### src/rtl/motor_guard.sv
// motor_guard: safety stage between the PID loop and the four PWM generators.
//
// Purpose
//   Owns the motor arming sequence, clamps and rate-limits the PID duty
//   requests while armed, and drops every motor to zero on disarm or when the
//   PID stage stops sending updates (watchdog failsafe).
//
// Optional feature
//   MOTOR_GUARD_SLEW_EN  defined   : each update moves a channel by at most
//                                    SLEW_STEP from its previous output.
//                        undefined : the clamped target is loaded directly
//                                    (same one-cycle latency, SLEW_STEP unused).
//
// Ports
//   clk                    in   50 MHz clock, single domain
//   rst_n                  in   asynchronous active-low reset
//   duty_in_1..duty_in_4   in   [15:0] requested duties from the PID stage
//   duty_valid             in   one-cycle strobe qualifying duty_in_1..4
//   arm_req, disarm_req    in   level-sampled commands; disarm_req has priority
//   duty_out_1..duty_out_4 out  [15:0] duties to the PWM generators
//   duty_oe                out  one-cycle load strobe for duty_out_1..4
//   armed                  out  high only in ARMED
//   failsafe               out  high only in FAILSAFE
//   fsm_state              out  [1:0] debug view of the state register
//                               (0 DISARMED, 1 ARMING, 2 ARMED, 3 FAILSAFE)
//
// Handshake: duty_valid is a strobe with no back-pressure. Every strobe seen
// in ARMED (and not overridden by disarm_req) yields exactly one duty_oe pulse
// on the following cycle, with the new duties already on duty_out_1..4.
module motor_guard #(
    parameter logic [15:0] DUTY_IDLE  = 16'd3000,
    parameter logic [15:0] DUTY_MAX   = 16'd60000,
    parameter logic [15:0] SLEW_STEP  = 16'd2000,
    parameter logic [15:0] ARM_STEP   = 16'd100,
    parameter logic [31:0] ARM_TICK   = 32'd50000,
    parameter logic [31:0] WD_TIMEOUT = 32'd2500000
) (
    input  logic        clk,
    input  logic        rst_n,
    input  logic [15:0] duty_in_1,
    input  logic [15:0] duty_in_2,
    input  logic [15:0] duty_in_3,
    input  logic [15:0] duty_in_4,
    input  logic        duty_valid,
    input  logic        arm_req,
    input  logic        disarm_req,
    output logic [15:0] duty_out_1,
    output logic [15:0] duty_out_2,
    output logic [15:0] duty_out_3,
    output logic [15:0] duty_out_4,
    output logic        duty_oe,
    output logic        armed,
    output logic        failsafe,
    output logic [1:0]  fsm_state
);

    typedef enum logic [1:0] {
        DISARMED = 2'd0,
        ARMING   = 2'd1,
        ARMED    = 2'd2,
        FAILSAFE = 2'd3
    } state_t;

    state_t      state_q, state_d;
    logic [15:0] duty_q [4];
    logic [15:0] duty_d [4];
    logic [15:0] din    [4];
    logic        oe_q, oe_d;
    logic [31:0] tick_q, tick_d;
    logic [31:0] wd_q, wd_d;
    logic        all_idle;

    assign din[0] = duty_in_1;
    assign din[1] = duty_in_2;
    assign din[2] = duty_in_3;
    assign din[3] = duty_in_4;

    // Clamp into the armed operating window; 16-bit inputs cannot wrap here.
    function automatic logic [15:0] clamp_duty(input logic [15:0] req);
        logic [15:0] t;
        t = req;
        if (t < DUTY_IDLE) t = DUTY_IDLE;
        if (t > DUTY_MAX)  t = DUTY_MAX;
        return t;
    endfunction

`ifdef MOTOR_GUARD_SLEW_EN
    // Rate limit in 17 bits so prev + SLEW_STEP never wraps; the lower bound
    // is only taken when prev > tgt + SLEW_STEP, so prev - SLEW_STEP cannot
    // underflow.
    function automatic logic [15:0] slew_duty(input logic [15:0] tgt,
                                              input logic [15:0] prev);
        logic [16:0] t17, p17, s17, hi, res;
        t17 = {1'b0, tgt};
        p17 = {1'b0, prev};
        s17 = {1'b0, SLEW_STEP};
        hi  = p17 + s17;
        res = t17;
        if (t17 > hi)              res = hi;
        else if (t17 + s17 < p17)  res = p17 - s17;
        return res[15:0];
    endfunction
`else
    logic unused_slew;
    assign unused_slew = ^SLEW_STEP;
`endif

    // One arming increment, saturating at the idle duty.
    function automatic logic [15:0] arm_inc(input logic [15:0] prev);
        logic [16:0] sum;
        sum = {1'b0, prev} + {1'b0, ARM_STEP};
        if (sum >= {1'b0, DUTY_IDLE}) return DUTY_IDLE;
        return sum[15:0];
    endfunction

    always_comb begin
        all_idle = 1'b1;
        for (int i = 0; i < 4; i++) begin
            if (duty_q[i] != DUTY_IDLE) all_idle = 1'b0;
        end
    end

    always_comb begin
        state_d = state_q;
        tick_d  = tick_q;
        wd_d    = wd_q;
        oe_d    = 1'b0;
        for (int i = 0; i < 4; i++) duty_d[i] = duty_q[i];

        if (disarm_req) begin
            // Highest priority: beats arm_req, duty_valid and watchdog expiry.
            state_d = DISARMED;
            tick_d  = '0;
            wd_d    = '0;
            for (int i = 0; i < 4; i++) duty_d[i] = '0;
            // DISARMED outputs are already 0, so no reload strobe there.
            oe_d    = (state_q != DISARMED);
        end else begin
            unique case (state_q)
                DISARMED: begin
                    if (arm_req) begin
                        state_d = ARMING;
                        tick_d  = '0;
                    end
                end
                ARMING: begin
                    if (all_idle) begin
                        state_d = ARMED;
                        tick_d  = '0;
                        wd_d    = '0;
                    end else if (tick_q == ARM_TICK - 32'd1) begin
                        tick_d = '0;
                        oe_d   = 1'b1;
                        for (int i = 0; i < 4; i++) duty_d[i] = arm_inc(duty_q[i]);
                    end else begin
                        tick_d = tick_q + 32'd1;
                    end
                end
                ARMED: begin
                    if (duty_valid) begin
                        wd_d = '0;
                        oe_d = 1'b1;
                        for (int i = 0; i < 4; i++) begin
`ifdef MOTOR_GUARD_SLEW_EN
                            duty_d[i] = slew_duty(clamp_duty(din[i]), duty_q[i]);
`else
                            duty_d[i] = clamp_duty(din[i]);
`endif
                        end
                    end else if (wd_q == WD_TIMEOUT - 32'd1) begin
                        state_d = FAILSAFE;
                        wd_d    = '0;
                        oe_d    = 1'b1;
                        for (int i = 0; i < 4; i++) duty_d[i] = '0;
                    end else begin
                        wd_d = wd_q + 32'd1;
                    end
                end
                FAILSAFE: begin
                    // Latched until disarm_req; everything else ignored.
                end
                default: begin
                    state_d = DISARMED;
                    for (int i = 0; i < 4; i++) duty_d[i] = '0;
                end
            endcase
        end
    end

    always_ff @(posedge clk or negedge rst_n) begin
        if (!rst_n) begin
            state_q <= DISARMED;
            oe_q    <= 1'b0;
            tick_q  <= '0;
            wd_q    <= '0;
            for (int i = 0; i < 4; i++) duty_q[i] <= '0;
        end else begin
            state_q <= state_d;
            oe_q    <= oe_d;
            tick_q  <= tick_d;
            wd_q    <= wd_d;
            for (int i = 0; i < 4; i++) duty_q[i] <= duty_d[i];
        end
    end

    assign duty_out_1 = duty_q[0];
    assign duty_out_2 = duty_q[1];
    assign duty_out_3 = duty_q[2];
    assign duty_out_4 = duty_q[3];
    assign duty_oe    = oe_q;
    assign armed      = (state_q == ARMED);
    assign failsafe   = (state_q == FAILSAFE);
    assign fsm_state  = state_q;

endmodule

### config.mk
export PLATFORM = sky130hd
export DESIGN_NAME = motor_guard
export DESIGN_NICKNAME = d
export VERILOG_FILES = /design/src/rtl/motor_guard.sv
export SDC_FILE = /design/constraint.sdc
export NUM_CORES = 1
export LEC_CHECK = 0
export ABC_AREA = 0
export CAP_MARGIN = 20
export CORE_MARGIN = 2
export CORE_UTILIZATION = 45
export CTS_CLUSTER_SIZE = 28
export DETAILED_ROUTE_END_ITERATION = 7
export DONT_BUFFER_PORTS = 1
export PLACE_DENSITY = 0.56
export SKIP_LAST_GASP = 1
export SLEW_MARGIN = 20
export SYNTH_ARGS = -nofsm -noshare
export SYNTH_HDL_FRONTEND = slang
export SYNTH_SLANG_ARGS = --single-unit
### constraint.sdc
create_clock -name clk -period 4.28 [get_ports clk]
set_input_delay 0.856 -clock clk [delete_from_list [all_inputs] [get_ports clk]]
set_output_delay 0.856 -clock clk [all_outputs]
set_load 0.02 [all_outputs]
-- Word-level counts from Yosys, hierarchy flattened
Index checks and enable logic that the tools add are counted.
- flip-flop bits (word level): 131
- bits of input ports: 69
- output and inout port bits: 69
- logic and storage cells: 131
- add/sub/neg operators: 6
- order comparisons: 12
- eq/ne operators: 16
- mux-type cells: 80
- reductions and logical operators: 9
- operators with widths (kind ; number):
    2-to-1 mux 16 bit ; 28
    2-to-1 mux 64 bit ; 5
    2-to-1 mux 32 bit ; 8
    case mux 32 bit (2 select lines) ; 2
    case mux 64 bit (2 select lines) ; 1
    adder 16 x 7 -> 17 bit (second input constant) ; 4
    greater-or-equal comparator 17 x 12 -> 1 bit (second input constant) ; 4
    adder 32 x 1 -> 32 bit (second input constant) ; 2
    > comparator 16 bit (second input constant) ; 4
    less-than comparator 16 x 12 -> 1 bit (second input constant) ; 4
    inequality test 16 x 12 -> 1 bit (second input constant) ; 4
    == test 32 x 16 -> 1 bit (second input constant) ; 1
    == test 32 x 22 -> 1 bit (second input constant) ; 1
    2-to-1 mux 1 bit ; 29
    inequality test 3 bit (second input constant) ; 5
    2-to-1 mux 2 bit ; 5
    case mux 2 bit (3 select lines) ; 1
    nonzero test 3 bit ; 2
    AND reduction 5 bit ; 1
    == test 2 bit (second input constant) ; 2
    inequality test 4 x 3 -> 1 bit (second input constant) ; 1
    AND reduction 2 bit ; 2
    AND reduction 4 bit ; 1
    nonzero test 4 bit ; 1
    5 further kinds ; 5

-- Longest topological paths before layout
- word-level depth: 13
- depth in mapped cells: 12

-- Least setup slack after synthesis
No wires, ideal clock.
- path kind: register -> register
- from: register duty_q (netlist bit duty_out_4[3])
- to: register duty_q (netlist bit duty_out_4[3])
- arrival: 3.008 ns
- required time: 4.158 ns
- setup slack: 1.150 ns
- cell stages (with the launch flop): 11
- cell sequence: dfrtp_1 -> ha_1 -> clkbuf_1 -> a211oi_1 -> nor2_1 -> xor2_1 -> a221o_1 -> a31o_2 -> clkbuf_1 -> or3b_1 -> a32o_1
- cells in the longest elaborated chain, start to end: 12
- RTL lines (what ; RTL line ; text):
    from (decl) ; 65 ; logic [15:0] duty_q [4];
    adder 16 x 7 -> 17 bit ; 111 ; sum = {1'b0, prev} + {1'b0, ARM_STEP};
    greater-or-equal comparator 17 x 12 -> 1 bit ; 112 ; if (sum >= {1'b0, DUTY_IDLE}) return DUTY_IDLE;
    2-to-1 mux 1 bit ; 112 ;
    2-to-1 mux 1 bit ; 151 ; end else if (tick_q == ARM_TICK - 32'd1) begin
    2-to-1 mux 1 bit ; 147 ; if (all_idle) begin
    2-to-1 mux 1 bit ; 139 ; unique case (state_q)
    2-to-1 mux 1 bit ; 130 ; if (disarm_req) begin
    2-to-1 mux 16 bit ; 113 ; return sum[15:0];
    2-to-1 mux 64 bit ; 151 ;
    2-to-1 mux 64 bit ; 147 ;
    case mux 64 bit (2 select lines) ; 139 ;
    2-to-1 mux 64 bit ; 130 ;
Several ways; a longest one is shown, not always the timed one. The select of a mux whose other input is x is not followed.
A chain may end at the register's enable or synchronous reset.

-- Final worst setup path
- from: register duty_q (netlist bit duty_out_1[1])
- to: register duty_q (netlist bit duty_out_3[4])
- cells in the longest elaborated chain, start to end: 7
- RTL lines (what ; RTL line ; text):
    inequality test 16 x 12 -> 1 bit ; 119 ; if (duty_q[i] != DUTY_IDLE) all_idle = 1'b0;
    2-to-1 mux 1 bit (4 in a row) ; 119 ;
    inequality test 3 bit (no line) ; -- ;
    AND reduction 4 bit (no line) ; -- ;
Every way passes these cells.

==> impl_table.tex <==
\begin{tabular}{lr}
\hline
Metric & Value \\
\hline
\multicolumn{2}{l}{\textbf{Pwr}} \\
Power per cell area & $\sim$500 nW/um\^{}2 \\
Switching share of total power & 0.427 \\
Internal Power & between 0.002 and 0.003 W \\
Power share of the clock group & 0.286 \\
Lkg Pwr & 4.02 nW \\
Part of the power in registers & 0.383 \\
Net switching power & approximately 0.0021 W \\
Peak VDD IR & approximately 300 uV \\
Combinational share of power & 0.331 \\
\multicolumn{2}{l}{\textbf{Timing}} \\
TNS Setup & 0 ns \\
Final hold violation count & 0 \\
Slew at the pin closest to its max-slew limit & around 0.91 ns \\
Final Setup Violations & 0 \\
Number of pins with negative max-slew slack in the final report & 0 \\
Setup repair after global routing missed its margin & false \\
Final worst-path setup slack & around 0.83 ns \\
Ratio of final minimum period to clock period & 0.807 \\
Worst max-slew margin expressed relative to the limit & 0.390 \\
Peak Freq & roughly 290 MHz \\
Skew final & between 0.01 and 0.015 ns \\
Min Clock Period, post-route & about 3.5 ns \\
\multicolumn{2}{l}{\textbf{Logic synthesis}} \\
Mean instance size in the synthesized netlist & approximately 8 sq um \\
Area of the mapped netlist & $\sim$9200 sq um \\
Most used flip-flop cell after synthesis & sky130\_fd\_sc\_hd\_\_dfrtp\_1 \\
Number of nets in the synthesized netlist & between 1000 and 1500 \\
Top post-synthesis cells by count & sky130\_fd\_sc\_hd\_\_dfrtp\_1 (131), sky130\_fd\_sc\_hd\_\_nand2\_1 (109), sky130\_fd\_sc\_hd\_\_nor2\_1 (92), sky130\_fd\_sc\_hd\_\_o21ai\_0 (69), sky130\_fd\_sc\_hd\_\_nand3\_1 (59) \\
Cell accounting for the most synthesized area & sky130\_fd\_sc\_hd\_\_dfrtp\_1 \\
Share of the yosys chip area belonging to registers & 0.355 \\
Area contributors post-synth & sky130\_fd\_sc\_hd\_\_dfrtp\_1 (35\%), sky130\_fd\_sc\_hd\_\_nand2\_1 (4.4\%), sky130\_fd\_sc\_hd\_\_nor2\_1 (3.7\%) \\
Count leader, synth & sky130\_fd\_sc\_hd\_\_dfrtp\_1 \\
Yosys reg bits & about 130 \\
Count of different cell masters after synthesis & 82 \\
Gate count after technology mapping & between 1000 and 1500 \\
Fraction of post-synthesis cell area in the top cell type by area & 0.355 \\
Async set-reset flop share out of synthesis & 1.00 \\
Warnings, synthesis & 0 \\
Number of synthesized flops with an enable pin & 0 \\
\multicolumn{2}{l}{\textbf{Status}} \\
Result of the run & completed \\
\multicolumn{2}{l}{\textbf{Worst setup path}} \\
CP Capture Point & duty\_out\_3[4]\$\_DFFE\_PN0P\_ \\
Arrival time at the worst endpoint & 3.79 ns \\
Sort of element at the end of the critical path & register \\
R2R cell count & 8 \\
Critical R2R Capture & duty\_out\_3[4]\$\_DFFE\_PN0P\_ \\
Cell Chain, Critical Path & or4\_1, or4\_4, or4\_4, o2111a\_1, nor2\_4, buf\_12, a21oi\_1, nor4b\_2 \\
Critical path's slowest cell & sky130\_fd\_sc\_hd\_\_or4\_1 \\
FF-to-FF setup slack & slightly above 0.8 ns \\
WP data required & around 4.6 ns \\
Crit Reg-Reg Startpoint & duty\_out\_1[1]\$\_DFFE\_PN0P\_ \\
Kind of cell with the highest combined delay on the critical path & simple AND/OR/NAND/NOR gates \\
Kind of critical path & reg -> reg \\
Slowest stage delay, CP & 0.63 ns \\
Critical path launch point type & register \\
Critical path origin & duty\_out\_1[1]\$\_DFFE\_PN0P\_ \\
Maximum net fanout on the critical path & 31 \\
Worst Path Buf+Inv & 1 \\
Most frequent CP cell & sky130\_fd\_sc\_hd\_\_or4\_4 \\
Cell count along the critical path & 8 \\
\multicolumn{2}{l}{\textbf{Floorplan}} \\
DIE HEIGHT & roughly 150 um \\
Full die area & 21700 sq um \\
Ports & 138 \\
Horizontal die dimension & between 100 and 150 um \\
Total core area & approximately 20000 sq um \\
Site Rows & 52 \\
Starting utilization of the core area & 0.458 \\
\multicolumn{2}{l}{\textbf{Routing}} \\
WL final & 29300 um \\
Per-cell via count in the routed design & 6.39 \\
Number of remaining DRC errors & 0 \\
First-iteration detailed-routing DRC count & 654 \\
Via count & 8856 \\
Iteration count of the initial detailed-routing pass & 8 \\
Wire length per cell & 21.1 um \\
Number of nets with antenna violations after routing & 0 \\
\multicolumn{2}{l}{\textbf{GRT}} \\
Global-route wire length before repair & 46900 um \\
Number of antenna violations at the first check in global routing & 0 \\
Total global routing overflow & 0 \\
GRT Total Usage & 0.273 \\
Pin count of the biggest net entering global routing & approximately 130 \\
Vias in the first global route & around 8400 \\
\multicolumn{2}{l}{\textbf{Clock network}} \\
Maximum level of the CTS H-tree & 4 \\
Clock latency on the worst-skew pair & around 0.43 ns \\
Hold buffers post-CTS & 0 \\
Master cell of the clock root buffer & sky130\_fd\_sc\_hd\_\_clkbuf\_16 \\
CTS tree & yes \\
Post-CTS setup buffers & 0 \\
Clock slew at reported path FFs & about 0.06 ns \\
TritonCTS Buffers & 17 \\
Longest Clk Path Bufs & 2 \\
Clock Sinks & 131 \\
CTS resizes & 0 \\
\multicolumn{2}{l}{\textbf{Layout}} \\
Fillcell total & roughly 2000 \\
Diodes inserted & 0 \\
Multi-input logic area & 5600 sq um \\
Final core occ & 0.501 \\
Layout-stage area growth over the synthesis result & 9.51\% \\
Footprint of the flip-flops and latches & around 3300 sq um \\
Share of cells above drive strength 1 & 0.0744 \\
Nets & between 1000 and 1500 \\
\multicolumn{2}{l}{\textbf{Place}} \\
I/O Buffers & 0 \\
Pre-CTS setup slack & 0.843 ns \\
Routability Congestion & about 0.91 \\
DP HPWL & approximately 21000 um \\
\multicolumn{2}{l}{\textbf{Worst hold path}} \\
Type of the worst min-delay path & in -> async \\
\multicolumn{2}{l}{\textbf{Run}} \\
Max\_cap viols & 0 \\
\hline
\end{tabular}
[logic make-up (layout without fill, tap and decap cells)]
logic type / Yosys count / after routing / share of synthesized area
compound gates: 322 / 322 / 0.240
buf+inv: 98 / 94 / 0.0413
flops: 131 / 131 / 0.355
xor+xnor: 48 / 48 / 0.0455
fa+ha+maj: 18 / 18 / 0.0244
simple gates: 495 / 495 / 0.285
mux: 8 / 8 / 0.00894
[state kept, by name, indices dropped and copies added (netlist names)]
name	flops
duty_out_2	16
duty_out_4	16
duty_out_3	16
duty_oe	1
duty_out_1	16
wd_q	32
fsm_state	2
tick_q	32
[area by class of cell]
cell class	count	share of cell area
sequential	131	0.324
inverter	39	0.0145
multi-input combinational	891	0.554
timing repair buffer	24	0.0190
clock inverter	12	0.0106
tap	270	0.0334
clock buffer	19	0.0448
[layer usage]
metal  up-vias  global-route usage  part of all wire  wire, um
met2       333               0.435              0.46     13500
met5         -                   0                 0         0
met1      4260               0.360              0.44     12800
met3        57              0.0748             0.074      2170
met4         0              0.0938             0.029       849
li1       4206                   -                 -         -
[power groups by stage]
stage                     clock (W)  sequential (W)  combinational, W
after floorplan                   0         0.00174           0.00126
after global placement            0         0.00191           0.00162
after detailed placement          0         0.00191           0.00162
after CTS                   0.00144         0.00189           0.00163
after global routing        0.00150         0.00192           0.00180
final                       0.00141         0.00189           0.00164
[metrics by stage]
stage	cell area [sq um]	hold WS (ns)	total power, W	cells
2_1_floorplan	9240	0.465	0.00300	1120
3_3_place_gp	9550	0.487	0.00353	1355
3_5_place_dp	9550	0.495	0.00353	1355
4_1_cts	10100	0.104	0.00496	1386
5_1_grt	10100	0.0938	0.00522	1386
6_report	10100	0.117	0.00494	1386
[worst min-delay path by stage]
stage	to	from	slack (ns)	depth (start not counted)
after floorplan	tick_q[12]$_DFFE_PN0P_	tick_q[12]$_DFFE_PN0P_	0.46	1
after global placement	wd_q[1]$_DFFE_PN0P_	wd_q[1]$_DFFE_PN0P_	0.49	2
after detailed placement	tick_q[12]$_DFFE_PN0P_	tick_q[12]$_DFFE_PN0P_	0.50	1
after CTS	wd_q[23]$_DFFE_PN0P_	rst_n	0.10	0
after global routing	wd_q[25]$_DFFE_PN0P_	rst_n	0.09	0
final	wd_q[27]$_DFFE_PN0P_	rst_n	0.12	0
[placed cells by master, fill, tap and decap left out, types with 13 or more instances in the layout]
| cell | Yosys | routed |
|---|---|---|
| sky130_fd_sc_hd__a21oi_1 | 58 | 56 |
| sky130_fd_sc_hd__buf_4 | 1 | 23 |
| sky130_fd_sc_hd__nor2_1 | 92 | 92 |
| sky130_fd_sc_hd__xnor2_1 | 31 | 31 |
| sky130_fd_sc_hd__or3_1 | 22 | 22 |
| sky130_fd_sc_hd__dfrtp_1 | 131 | 131 |
| sky130_fd_sc_hd__nand3_1 | 59 | 59 |
| sky130_fd_sc_hd__nand4_1 | 29 | 29 |
| sky130_fd_sc_hd__o211ai_1 | 14 | 14 |
| sky130_fd_sc_hd__o21ai_0 | 69 | 69 |
| sky130_fd_sc_hd__ha_1 | 18 | 17 |
| sky130_fd_sc_hd__nand2_1 | 109 | 109 |
| sky130_fd_sc_hd__nand2b_1 | 13 | 13 |
| sky130_fd_sc_hd__clkbuf_16 | 0 | 17 |
| sky130_fd_sc_hd__a211oi_1 | 22 | 22 |
| sky130_fd_sc_hd__nor4_1 | 22 | 22 |
| sky130_fd_sc_hd__o31ai_1 | 21 | 21 |
| sky130_fd_sc_hd__nor3_1 | 39 | 39 |
| sky130_fd_sc_hd__xor2_1 | 17 | 17 |
| sky130_fd_sc_hd__inv_1 | 37 | 37 |
| sky130_fd_sc_hd__and3_1 | 19 | 19 |
Note: power is estimated with default switching activity, not from simulation.
